--- src/rtl/prog_loader.sv ---
// prog_loader
// -----------
// Byte-stream program loader for the 16x8 program RAM. A frame arrives over a
// valid/ready byte interface as:
//   SYNC (8'hA5), header {start_addr[3:0], count_minus_1[3:0]},
//   count data bytes, checksum (8-bit sum of header and data bytes).
// Each data byte is written to RAM through a registered write port. The CPU
// core is held in reset (cpu_hold) from the SYNC byte until a frame with a
// good checksum completes. A bad checksum raises the sticky err flag and
// keeps the core held.
//
// Ports:
//   clk       in   clock, rising edge
//   rst       in   asynchronous active-high reset
//   s_valid   in   upstream byte valid
//   s_data    in   upstream byte [7:0]
//   s_ready   out  loader accepts a byte this cycle (decoded from state)
//   mem_addr  out  RAM write address [3:0] (registered)
//   mem_data  out  RAM write data [7:0] (registered)
//   mem_ld    out  RAM write strobe, high for one cycle per data byte
//   cpu_hold  out  core reset; high holds the core
//   busy      out  a frame is in progress
//   done      out  one-cycle pulse on a frame with a good checksum
//   err       out  sticky checksum error, cleared by the next SYNC

module prog_loader (
  input  logic       clk,
  input  logic       rst,
  input  logic       s_valid,
  input  logic [7:0] s_data,
  output logic       s_ready,
  output logic [3:0] mem_addr,
  output logic [7:0] mem_data,
  output logic       mem_ld,
  output logic       cpu_hold,
  output logic       busy,
  output logic       done,
  output logic       err
);

  localparam logic [7:0] SYNC = 8'hA5;

  typedef enum logic [2:0] {
    IDLE,
    HDR,
    DATA,
    WRITE,
    CSUM,
    DONE
  } state_t;

  state_t      state;
  state_t      state_next;

  logic [3:0]  addr;
  logic [4:0]  remaining;
  logic [7:0]  sum;
  logic        accept;

  assign accept = s_valid && s_ready;

  // State register
  always_ff @(posedge clk or posedge rst) begin
    if (rst) begin
      state <= IDLE;
    end else begin
      state <= state_next;
    end
  end

  // Next-state logic. SYNC only has meaning in IDLE; inside a frame it is an
  // ordinary byte.
  always_comb begin
    state_next = state;
    case (state)
      IDLE:    if (accept && (s_data == SYNC)) state_next = HDR;
      HDR:     if (accept) state_next = DATA;
      DATA:    if (accept) state_next = WRITE;
      WRITE:   state_next = (remaining == 5'd0) ? CSUM : DATA;
      CSUM:    if (accept) state_next = (s_data == sum) ? DONE : IDLE;
      DONE:    state_next = IDLE;
      default: state_next = IDLE;
    endcase
  end

  // Output decode. WRITE holds off the next data byte so the RAM strobe gets
  // its own cycle; DONE holds off the stream for the single done pulse.
  always_comb begin
    s_ready = 1'b0;
    busy    = 1'b0;
    done    = 1'b0;
    mem_ld  = 1'b0;
    case (state)
      IDLE:    s_ready = 1'b1;
      HDR: begin
        s_ready = 1'b1;
        busy    = 1'b1;
      end
      DATA: begin
        s_ready = 1'b1;
        busy    = 1'b1;
      end
      WRITE: begin
        busy   = 1'b1;
        mem_ld = 1'b1;
      end
      CSUM: begin
        s_ready = 1'b1;
        busy    = 1'b1;
      end
      DONE:    done = 1'b1;
      default: ;
    endcase
  end

  // Datapath: address/count/checksum tracking, RAM write port registers and
  // the core-hold / error flags. remaining is 5 bits because a header can
  // request 16 bytes.
  always_ff @(posedge clk or posedge rst) begin
    if (rst) begin
      addr      <= 4'd0;
      remaining <= 5'd0;
      sum       <= 8'd0;
      mem_addr  <= 4'd0;
      mem_data  <= 8'd0;
      cpu_hold  <= 1'b1;
      err       <= 1'b0;
    end else begin
      case (state)
        IDLE: begin
          if (accept && (s_data == SYNC)) begin
            cpu_hold <= 1'b1;
            err      <= 1'b0;
          end
        end
        HDR: begin
          if (accept) begin
            addr      <= s_data[7:4];
            remaining <= {1'b0, s_data[3:0]} + 5'd1;
            sum       <= s_data;
          end
        end
        DATA: begin
          if (accept) begin
            mem_addr  <= addr;
            mem_data  <= s_data;
            sum       <= sum + s_data;
            addr      <= addr + 4'd1;
            remaining <= remaining - 5'd1;
          end
        end
        CSUM: begin
          if (accept) begin
            if (s_data == sum) begin
              cpu_hold <= 1'b0;
            end else begin
              err <= 1'b1;
            end
          end
        end
        default: ;
      endcase
    end
  end

endmodule

--- config.mk ---
export PLATFORM = sky130hd
export DESIGN_NAME = prog_loader
export DESIGN_NICKNAME = d
export VERILOG_FILES = /design/src/rtl/prog_loader.sv
export SDC_FILE = /design/constraint.sdc
export NUM_CORES = 1
export LEC_CHECK = 0
export ABC_CLOCK_PERIOD_IN_PS = 2200
export CORE_UTILIZATION = 55
export DETAILED_ROUTE_END_ITERATION = 10
export PLACE_DENSITY = 0.8
export SLEW_MARGIN = 20
export SYNTH_ARGS = -nofsm -noshare
export SYNTH_HDL_FRONTEND = slang
export SYNTH_SLANG_ARGS = --single-unit
--- constraint.sdc ---
create_clock -name clk -period 2.2 [get_ports clk]
set_clock_uncertainty 0.2 [all_clocks]
set_input_delay 0.33 -clock clk [delete_from_list [all_inputs] [get_ports clk]]
set_output_delay 0.33 -clock clk [all_outputs]
set_load 0.05 [all_outputs]
==> impl_results.html, run 1 <==
<table>
<tr><th>Metric</th><th>Value</th></tr>
<tr><th colspan="2">Outcome</th></tr>
<tr><td>Outcome</td><td>finished clean</td></tr>
<tr><th colspan="2">Placement</th></tr>
<tr><td>Routability-driven placement congestion ratio</td><td>0.863</td></tr>
<tr><td>Detailed Place HPWL</td><td>3970 um</td></tr>
<tr><td>Post-Place Cells</td><td>326</td></tr>
<tr><td>Number of buffers added on ports</td><td>28</td></tr>
<tr><th colspan="2">Finish</th></tr>
<tr><td>Fill cell count</td><td>264</td></tr>
<tr><td>Final std cells w/o fill</td><td>333</td></tr>
<tr><td>Antenna diode count</td><td>0</td></tr>
<tr><td>Core occupancy in the finished layout</td><td>0.768</td></tr>
<tr><td>Fraction of layout cells with a size suffix above 1</td><td>0.246</td></tr>
<tr><td>Most common cell after layout, fill and taps aside</td><td>sky130_fd_sc_hd__dfrtp_1</td></tr>
<tr><td>Most frequent cells in the layout</td><td>33 x sky130_fd_sc_hd__dfrtp_1, 31 x sky130_fd_sc_hd__buf_4, 27 x sky130_fd_sc_hd__nand2_1</td></tr>
<tr><td>Total Nets Final</td><td>308</td></tr>
<tr><td>Area growth from synthesis to final layout</td><td>33.9%</td></tr>
<tr><th colspan="2">Die</th></tr>
<tr><td>Vertical die dimension</td><td>63.8 um</td></tr>
<tr><td>Die Area</td><td>0.00407 sq mm</td></tr>
<tr><td>Effective utilization at floorplan</td><td>0.573</td></tr>
<tr><td>Number of rows created at floorplan</td><td>22</td></tr>
<tr><td>Boundary pin count</td><td>29</td></tr>
<tr><td>Core ar.</td><td>0.00366 sq mm</td></tr>
<tr><td>Die boundary width</td><td>63.8 um</td></tr>
<tr><th colspan="2">STA</th></tr>
<tr><td>Headroom to the max-slew limit</td><td>0.649</td></tr>
<tr><td>Transition time at the pin with the least slew margin</td><td>0.526 ns</td></tr>
<tr><td>Part of the cycle the worst path needs</td><td>0.974</td></tr>
<tr><td>Number of slew-limit violations in the final report</td><td>0</td></tr>
<tr><td>Max frequency</td><td>467 MHz</td></tr>
<tr><td>Hold Vio Cnt, Final</td><td>0</td></tr>
<tr><td>Post-layout minimum cycle time</td><td>2.14 ns</td></tr>
<tr><td>Unrepaired setup endpoints after global routing</td><td>false</td></tr>
<tr><td>Final setup vio count</td><td>0</td></tr>
<tr><th colspan="2">Clock tree</th></tr>
<tr><td>TritonCTS clock tree</td><td>yes</td></tr>
<tr><td>Source-to-sink clock delay at the later pin of the worst-skew pair</td><td>0.29 ns</td></tr>
<tr><td>Cell chosen for the clock root</td><td>sky130_fd_sc_hd__clkbuf_8</td></tr>
<tr><td># clock sinks</td><td>34</td></tr>
<tr><td>Number of buffers inserted for hold repair after clock tree synthesis</td><td>0</td></tr>
<tr><td>H-tree levels</td><td>2</td></tr>
<tr><td>Cts bufs inserted</td><td>5</td></tr>
<tr><td>Clock edge transition at the registers on the reported setup and hold paths</td><td>0.07 ns</td></tr>
<tr><td>Max Root-Sink Buffers</td><td>2</td></tr>
<tr><td># Post-CTS Setup Buffers</td><td>0</td></tr>
<tr><th colspan="2">Yosys</th></tr>
<tr><td>Synth Area in Simple Gates</td><td>0.190</td></tr>
<tr><td>Register bit count reported by yosys</td><td>34</td></tr>
<tr><td>Sequential-to-total area share from yosys stat</td><td>0.406</td></tr>
<tr><td>Syn. warnings</td><td>0</td></tr>
<tr><td>Async set-reset flop share out of synthesis</td><td>1.00</td></tr>
<tr><td>Count of distinct cell types in the synthesized netlist</td><td>47</td></tr>
<tr><td>Compound-Gate Fraction of Synth Area</td><td>0.182</td></tr>
<tr><td>Post-synthesis net count</td><td>254</td></tr>
<tr><td>Area share of the largest cell type after synthesis</td><td>0.393</td></tr>
<tr><td>Leading post-synthesis cells by cell area</td><td>sky130_fd_sc_hd__dfrtp_1 39%, sky130_fd_sc_hd__ha_1 6.6%, sky130_fd_sc_hd__mux2_2 6.4%, sky130_fd_sc_hd__nand2_1 4.8%, sky130_fd_sc_hd__o21ai_0 4.5%</td></tr>
<tr><td>Largest area contributor in the netlist</td><td>sky130_fd_sc_hd__dfrtp_1</td></tr>
<tr><td>Dominant combinational cell family by area after synthesis</td><td>simple AND/OR/NAND/NOR gates</td></tr>
<tr><td>Fraction of synthesized area in multiplexers</td><td>0.0787</td></tr>
<tr><td>Syn Inst Count</td><td>231</td></tr>
<tr><td>Mean instance size in the synthesized netlist</td><td>9.09 sq um</td></tr>
<tr><td>Xor/xnor share of the synthesized area</td><td>0.0209</td></tr>
<tr><td>Syn Std Cell Area</td><td>0.00210 sq mm</td></tr>
<tr><td>Top flip-flop cell by instance count after synthesis</td><td>sky130_fd_sc_hd__dfrtp_1</td></tr>
<tr><td>Synthesized-area fraction occupied by adder cells</td><td>0.0751</td></tr>
<tr><td>Count of flip-flops with a built-in enable after synthesis</td><td>0</td></tr>
<tr><th colspan="2">Critical path</th></tr>
<tr><td>Highest fanout seen on the critical path</td><td>2</td></tr>
<tr><td>Worst EP required</td><td>1.67 ns</td></tr>
<tr><td>CP endpoint kind</td><td>output pin</td></tr>
<tr><td>Critical Path Source Type</td><td>flop</td></tr>
<tr><td>Critical Path Max Stage Delay</td><td>0.79 ns</td></tr>
<tr><td>Worst-path cell chain</td><td>clkdlybuf4s50_1</td></tr>
<tr><td>Worst Path Class, Setup</td><td>flop to output pin</td></tr>
<tr><td>Register-to-Register Setup Slack</td><td>0.12 ns</td></tr>
<tr><td>Critical path's top delay family</td><td>buffers and inverters</td></tr>
<tr><td>Worst path arrival time</td><td>1.61 ns</td></tr>
<tr><td>Critical path buffers and inverters</td><td>1</td></tr>
<tr><td>Slowest stage cell on the critical path</td><td>sky130_fd_sc_hd__clkdlybuf4s50_1</td></tr>
<tr><th colspan="2">Routing</th></tr>
<tr><td>Vias per inst</td><td>5.86</td></tr>
<tr><td>Mean routed wirelength per cell</td><td>16.3 um</td></tr>
<tr><td>Violation count after the first detailed-routing iteration</td><td>99</td></tr>
<tr><td>Count of nets left with antenna violations after detail routing</td><td>0</td></tr>
<tr><td>Routed wire length</td><td>5420 um</td></tr>
<tr><td>Routed vias</td><td>1950</td></tr>
<tr><td>DRC violation count after routing</td><td>0</td></tr>
<tr><td>DR pass1 iterations</td><td>4</td></tr>
<tr><th colspan="2">Power and ir drop</th></tr>
<tr><td>Peak VDD IR</td><td>1.04 mV</td></tr>
<tr><td>Power Dens Cells</td><td>1600 mW/mm^2</td></tr>
<tr><td>Clock network fraction of design power</td><td>0.098</td></tr>
<tr><td>Power share of the sequential group</td><td>0.265</td></tr>
<tr><td>Power share of the combinational group</td><td>0.637</td></tr>
<tr><td>Sw Ratio</td><td>0.469</td></tr>
<tr><td>Static power due to leakage</td><td>1.26 nW</td></tr>
<tr><td>Switching power</td><td>2.11 mW</td></tr>
<tr><td>Internal power contribution</td><td>2.38 mW</td></tr>
<tr><th colspan="2">Global route</th></tr>
<tr><td>Initial antenna violation count</td><td>0</td></tr>
<tr><td>Wire length of the first global-routing pass</td><td>8940 um</td></tr>
<tr><td>Total global routing track utilization</td><td>0.293</td></tr>
<tr><td>Remaining Overflow, GRT</td><td>0</td></tr>
<tr><td>Pin count of the biggest net entering global routing</td><td>35</td></tr>
<tr><td>Vias in the first global route</td><td>1853</td></tr>
<tr><th colspan="2">Min path</th></tr>
<tr><td>Class of the tightest hold or removal check</td><td>input port to async pin</td></tr>
<tr><th colspan="2">Run</th></tr>
<tr><td>Max capacitance violation total</td><td>0</td></tr>
</table>
[area by class of cell]
type                       instances  area, sq um  area share
clock inverter                     2         10.0     0.00356
tap                               48         60.1      0.0214
timing repair buffer              59          556       0.198
multi-input combinational        174         1220       0.435
clock buffer                       5         68.8      0.0245
sequential                        34          852       0.303
inverter                          11         41.3      0.0147
[power groups by stage]
stage	registers, mW	clock network [mW]	logic [mW]
global placement	1.16	0	2.65
detailed placement	1.17	0	2.75
global route	1.24	0.475	3.08
CTS	1.18	0.444	2.83
floorplan	1.52	0	1.46
finish	1.19	0.442	2.86
[timing repair]
item                       4_1_cts  5_1_grt
cloned                           0        0
gates resized for setup         13        6
setup endpoints to repair        5        5
pin swaps                        2        5
[synthesized netlist by cell type (all sizes together), types with 3 or more instances]
master and number:
and3 3, clkbuf 4, nor2 13, nor2b 5, o21ai 19, inv 11
ha 11, o21a 5, and2 3, nand3 9, mux2 12, o22ai 5
nor3 8, xor2 3, a21oi 11, buf 8, nand2 27, dfrtp 33
nand4 3, mux2i 3
[per-layer routing]
metal  wire, um  part of all wire  vias up  track usage
met5          0                 0        -            0
met4         74             0.014        0       0.0881
met3        268             0.049        8       0.0607
met2       2730              0.50       56        0.489
met1       2350              0.43      953        0.380
li1           -                 -      933            -
[worst paths after layout]
| path | to | start | depth (start not counted) |
|---|---|---|---|
| worst max-delay path | cpu_hold | cpu_hold | 1 |
| worst min register to register | err | err | 2 |
| worst min-delay path | mem_data[6] | rst | 3 |
| min in group clk | err | err | 2 |
| worst max register to register | sum[6] | sum[0] | 8 |
| max in group asynchronous | cpu_hold | rst | 3 |
[stage by stage]
stage          power [mW]  instance area, sq um  hold WS [ns]  setup TNS [ns]  worst slack (ns)
6_report             4.49                  2810         0.234               0            0.0569
5_1_grt              4.79                  2810         0.291               0           0.00969
4_1_cts              4.45                  2790         0.256               0           0.00354
3_5_place_dp         3.92                  2660         0.257           -2.90            -0.418
3_3_place_gp         3.81                  2660         0.262           -2.06            -0.313
2_1_floorplan        2.97                  2100         0.249               0            0.0290
[kinds of logic after synthesis]
family | count (synthesis)
and+or+nand+nor | 81
AOI/OAI and AO/OA | 61
muxes | 15
xor gates and xnor gates | 5
adders and majority gates | 12
DFF | 34
buffers and inverters | 23
[state kept, by name, summed over array words and instances (netlist names)]
register and flops:
state 3, mem_addr 4, addr 4, cpu_hold 1
err 1, remaining 5, mem_data 8, sum 8
Power figures use the tool's default switching activity.
==> inputs of run 2 (changes only) <==
--- a/config.mk
+++ b/config.mk
@@ -7,6 +7,7 @@
 export LEC_CHECK = 0
 export ABC_CLOCK_PERIOD_IN_PS = 2200
 export CORE_UTILIZATION = 55
+export CTS_CLUSTER_DIAMETER = 60
 export DETAILED_ROUTE_END_ITERATION = 10
 export PLACE_DENSITY = 0.8
 export SLEW_MARGIN = 20
==> results of run 2 <==
No change in the layout: final DEF, timing and power equal those of run 1.
==> inputs of run 3 (changes only) <==
--- a/config.mk
+++ b/config.mk
@@ -6,10 +6,12 @@
 export NUM_CORES = 1
 export LEC_CHECK = 0
 export ABC_CLOCK_PERIOD_IN_PS = 2200
-export CORE_UTILIZATION = 55
+export CELL_PAD_IN_SITES_DETAIL_PLACEMENT = 0
+export CELL_PAD_IN_SITES_GLOBAL_PLACEMENT = 1
+export CORE_UTILIZATION = 42
 export CTS_CLUSTER_DIAMETER = 60
 export DETAILED_ROUTE_END_ITERATION = 10
-export PLACE_DENSITY = 0.8
+export PLACE_DENSITY_LB_ADDON = 0.1
 export SLEW_MARGIN = 20
 export SYNTH_ARGS = -nofsm -noshare
 export SYNTH_HDL_FRONTEND = slang
==> run 3 against run 2 <==
Effect of this change: register-to-register slack lost 0.04 ns; non-clock buffer count unchanged; setup slack better by 0.021 ns; sequential power barely moved; cell count grew 6.0%; critical path depth grew 6; utilization fell by 17 points; hold slack gained 0.012 ns; first-iteration DRC count decreased by 4.0%; die area rose by 30%; design area is 1.1% higher; total power is 0.70% higher; largest power group unchanged; highest routed layer unchanged.
==> impl_results.html, run 3 (synthesis results as in run 1) <==
<table>
<tr><th>Metric</th><th>Value</th></tr>
<tr><th colspan="2">STA</th></tr>
<tr><td>Hold Vio Cnt, Final</td><td>0</td></tr>
<tr><td>Part of the cycle the worst path needs</td><td>0.965</td></tr>
<tr><td>Headroom to the max-slew limit</td><td>0.644</td></tr>
<tr><td>Final setup vio count</td><td>0</td></tr>
<tr><td>Max frequency</td><td>471 MHz</td></tr>
<tr><td>Worst setup slack after layout</td><td>0.0780 ns</td></tr>
<tr><td>Transition time at the pin with the least slew margin</td><td>0.533 ns</td></tr>
<tr><td>Unrepaired setup endpoints after global routing</td><td>true</td></tr>
<tr><td>Post-layout minimum cycle time</td><td>2.12 ns</td></tr>
<tr><td>Number of slew-limit violations in the final report</td><td>0</td></tr>
<tr><th colspan="2">Critical path</th></tr>
<tr><td>Worst Reg-to-Reg Cells</td><td>8</td></tr>
<tr><td>CP endpoint kind</td><td>flop</td></tr>
<tr><td>Worst path arrival time</td><td>2.15 ns</td></tr>
<tr><td>Highest fanout seen on the critical path</td><td>5</td></tr>
<tr><td>Register-to-Register Setup Slack</td><td>0.08 ns</td></tr>
<tr><td>Critical Path Source Type</td><td>input port</td></tr>
<tr><td>Worst EP required</td><td>2.23 ns</td></tr>
<tr><td>Worst Path Class, Setup</td><td>input port to flop</td></tr>
<tr><th colspan="2">Finish</th></tr>
<tr><td>Fraction of layout cells with a size suffix above 1</td><td>0.255</td></tr>
<tr><td>Most common cell after layout, fill and taps aside</td><td>sky130_fd_sc_hd__dfrtp_1</td></tr>
<tr><td>Total Nets Final</td><td>308</td></tr>
<tr><td>Core occupancy in the finished layout</td><td>0.598</td></tr>
<tr><td>Largest registers</td><td>mem_data: 8 flops, sum: 8 flops, remaining: 5 flops</td></tr>
<tr><td>Storage cell area</td><td>852 sq um</td></tr>
<tr><td>Final std cells w/o fill</td><td>353</td></tr>
<tr><td>Most frequent cells in the layout</td><td>33 x sky130_fd_sc_hd__dfrtp_1, 32 x sky130_fd_sc_hd__buf_4, 27 x sky130_fd_sc_hd__nand2_1</td></tr>
<tr><td>Fill cell count</td><td>453</td></tr>
<tr><td>Antenna diode count</td><td>0</td></tr>
<tr><td>Area growth from synthesis to final layout</td><td>35.3%</td></tr>
<tr><td>Combined area of the multi-input logic cells</td><td>0.00122 sq mm</td></tr>
<tr><th colspan="2">Clock tree</th></tr>
<tr><td>H-tree levels</td><td>2</td></tr>
<tr><td>Cts bufs inserted</td><td>5</td></tr>
<tr><td>Cell chosen for the clock root</td><td>sky130_fd_sc_hd__clkbuf_8</td></tr>
<tr><td>Clock edge transition at the registers on the reported setup and hold paths</td><td>0.07 ns</td></tr>
<tr><td>Source-to-sink clock delay at the later pin of the worst-skew pair</td><td>0.29 ns</td></tr>
<tr><td>TritonCTS clock tree</td><td>yes</td></tr>
<tr><td># clock sinks</td><td>34</td></tr>
<tr><td>Max Root-Sink Buffers</td><td>2</td></tr>
<tr><th colspan="2">Placement</th></tr>
<tr><td>Number of buffers added on ports</td><td>28</td></tr>
<tr><td>Detailed Place HPWL</td><td>3890 um</td></tr>
<tr><td>Post-Place Cells</td><td>344</td></tr>
<tr><td>Worst setup slack before clock tree synthesis</td><td>-0.415 ns</td></tr>
<tr><td>Routability-driven placement congestion ratio</td><td>0.814</td></tr>
<tr><th colspan="2">Routing</th></tr>
<tr><td>Vias per inst</td><td>5.32</td></tr>
<tr><td>Count of nets left with antenna violations after detail routing</td><td>0</td></tr>
<tr><td>Violation count after the first detailed-routing iteration</td><td>95</td></tr>
<tr><td>Mean routed wirelength per cell</td><td>15.1 um</td></tr>
<tr><td>DR pass1 iterations</td><td>4</td></tr>
<tr><td>DRC violation count after routing</td><td>0</td></tr>
<tr><td>Routed wire length</td><td>5350 um</td></tr>
<tr><td>Routed vias</td><td>1879</td></tr>
<tr><th colspan="2">Die</th></tr>
<tr><td>Boundary pin count</td><td>29</td></tr>
<tr><td>Number of rows created at floorplan</td><td>25</td></tr>
<tr><td>Effective utilization at floorplan</td><td>0.442</td></tr>
<tr><td>Die Area</td><td>0.00529 sq mm</td></tr>
<tr><td>Die boundary width</td><td>72.7 um</td></tr>
<tr><td>Vertical die dimension</td><td>72.7 um</td></tr>
<tr><td>Core ar.</td><td>0.00475 sq mm</td></tr>
<tr><th colspan="2">Power and ir drop</th></tr>
<tr><td>Peak VDD IR</td><td>0.890 mV</td></tr>
<tr><td>Switching power</td><td>2.09 mW</td></tr>
<tr><td>Power share of the sequential group</td><td>0.259</td></tr>
<tr><td>Power share of the combinational group</td><td>0.632</td></tr>
<tr><td>Power Dens Cells</td><td>1590 mW/mm^2</td></tr>
<tr><td>Clock network fraction of design power</td><td>0.109</td></tr>
<tr><td>Internal power contribution</td><td>2.43 mW</td></tr>
<tr><td>Static power due to leakage</td><td>1.26 nW</td></tr>
<tr><td>Sw Ratio</td><td>0.462</td></tr>
<tr><th colspan="2">Global route</th></tr>
<tr><td>Remaining Overflow, GRT</td><td>0</td></tr>
<tr><td>Vias in the first global route</td><td>1849</td></tr>
<tr><td>Wire length of the first global-routing pass</td><td>9010 um</td></tr>
<tr><td>Total global routing track utilization</td><td>0.225</td></tr>
<tr><td>Initial antenna violation count</td><td>0</td></tr>
<tr><td>Pin count of the biggest net entering global routing</td><td>35</td></tr>
<tr><th colspan="2">Min path</th></tr>
<tr><td>Class of the tightest hold or removal check</td><td>input port to async pin</td></tr>
<tr><th colspan="2">Outcome</th></tr>
<tr><td>Outcome</td><td>finished clean</td></tr>
<tr><th colspan="2">Run</th></tr>
<tr><td>Max capacitance violation total</td><td>0</td></tr>
</table>
==> run 3: cell types whose count changed in the layout (fill, tap and decap cells not counted), sizes merged <==
cell | previous run | this run
buf | 35 | 36
clkbuf | 5 | 6
clkinv | 2 | 1
clkinvlp | 0 | 1
dlygate4sd2 | 2 | 3
dlymetal6s2s | 2 | 0
==> run 3: power by group through the flow <==
stage	registers, mW	clock network (mW)	logic, mW
2_1_floorplan	1.52	0	1.46
3_3_place_gp	1.16	0	2.73
3_5_place_dp	1.17	0	2.75
4_1_cts	1.17	0.508	2.81
5_1_grt	1.22	0.536	3.12
6_report	1.17	0.493	2.86
==> run 3: layout make-up <==
class	count	area share
clock buffers	6	0.0291
clock inverters	2	0.00440
multi-input cells	174	0.430
well taps	67	0.0295
repair buffers	59	0.192
flip-flops and latches	34	0.300
inverters	11	0.0145
==> run 3: worst max-delay path, cell delays in order <==
cell	delay (ns)
sky130_fd_sc_hd__clkdlybuf4s50_1	0.53
sky130_fd_sc_hd__ha_4	0.24
sky130_fd_sc_hd__nor4b_1	0.40
sky130_fd_sc_hd__nand4_1	0.26
sky130_fd_sc_hd__a21boi_0	0.19
sky130_fd_sc_hd__nor2_1	0.10
sky130_fd_sc_hd__a21o_1	0.09
==> run 3: metal layers <==
layer | track usage | vias to the layer above | part of all wire | wire length, um
met2 | 0.352 | 51 | 0.47 | 2520
met5 | 0 | - | 0 | 0
met4 | 0.0719 | 0 | 0.011 | 60
met3 | 0.0525 | 6 | 0.048 | 258
met1 | 0.309 | 892 | 0.47 | 2510
li1 | - | 930 | - | -
==> run 3: path summary, 6_finish.rpt <==
kind | end | startpoint
worst max-delay path | state[2] | s_data[3]
worst min-delay path | mem_addr[1] | rst
worst max register to register | sum[6] | sum[0]
worst min register to register | err | err
max in group asynchronous | cpu_hold | rst
min in group clk | err | err
==> run 3: stage by stage <==
stage               total power, mW  hold slack (ns)  cell area (sq um)  TNS [ns]
floorplan                      2.97            0.249               2100         0
global placement               3.89            0.251               2670     -2.44
detailed placement             3.93            0.254               2670     -2.58
CTS                            4.48            0.257               2800         0
global route                   4.88            0.291               2840   -0.0198
finish                         4.53            0.246               2840         0
==> run 3: timing repair <==
action	in CTS	in global routing
pin swaps	3	6
setup endpoints to repair	4	5
setup buffers	0	1
gates resized for setup	9	9
hold buffers	0	0
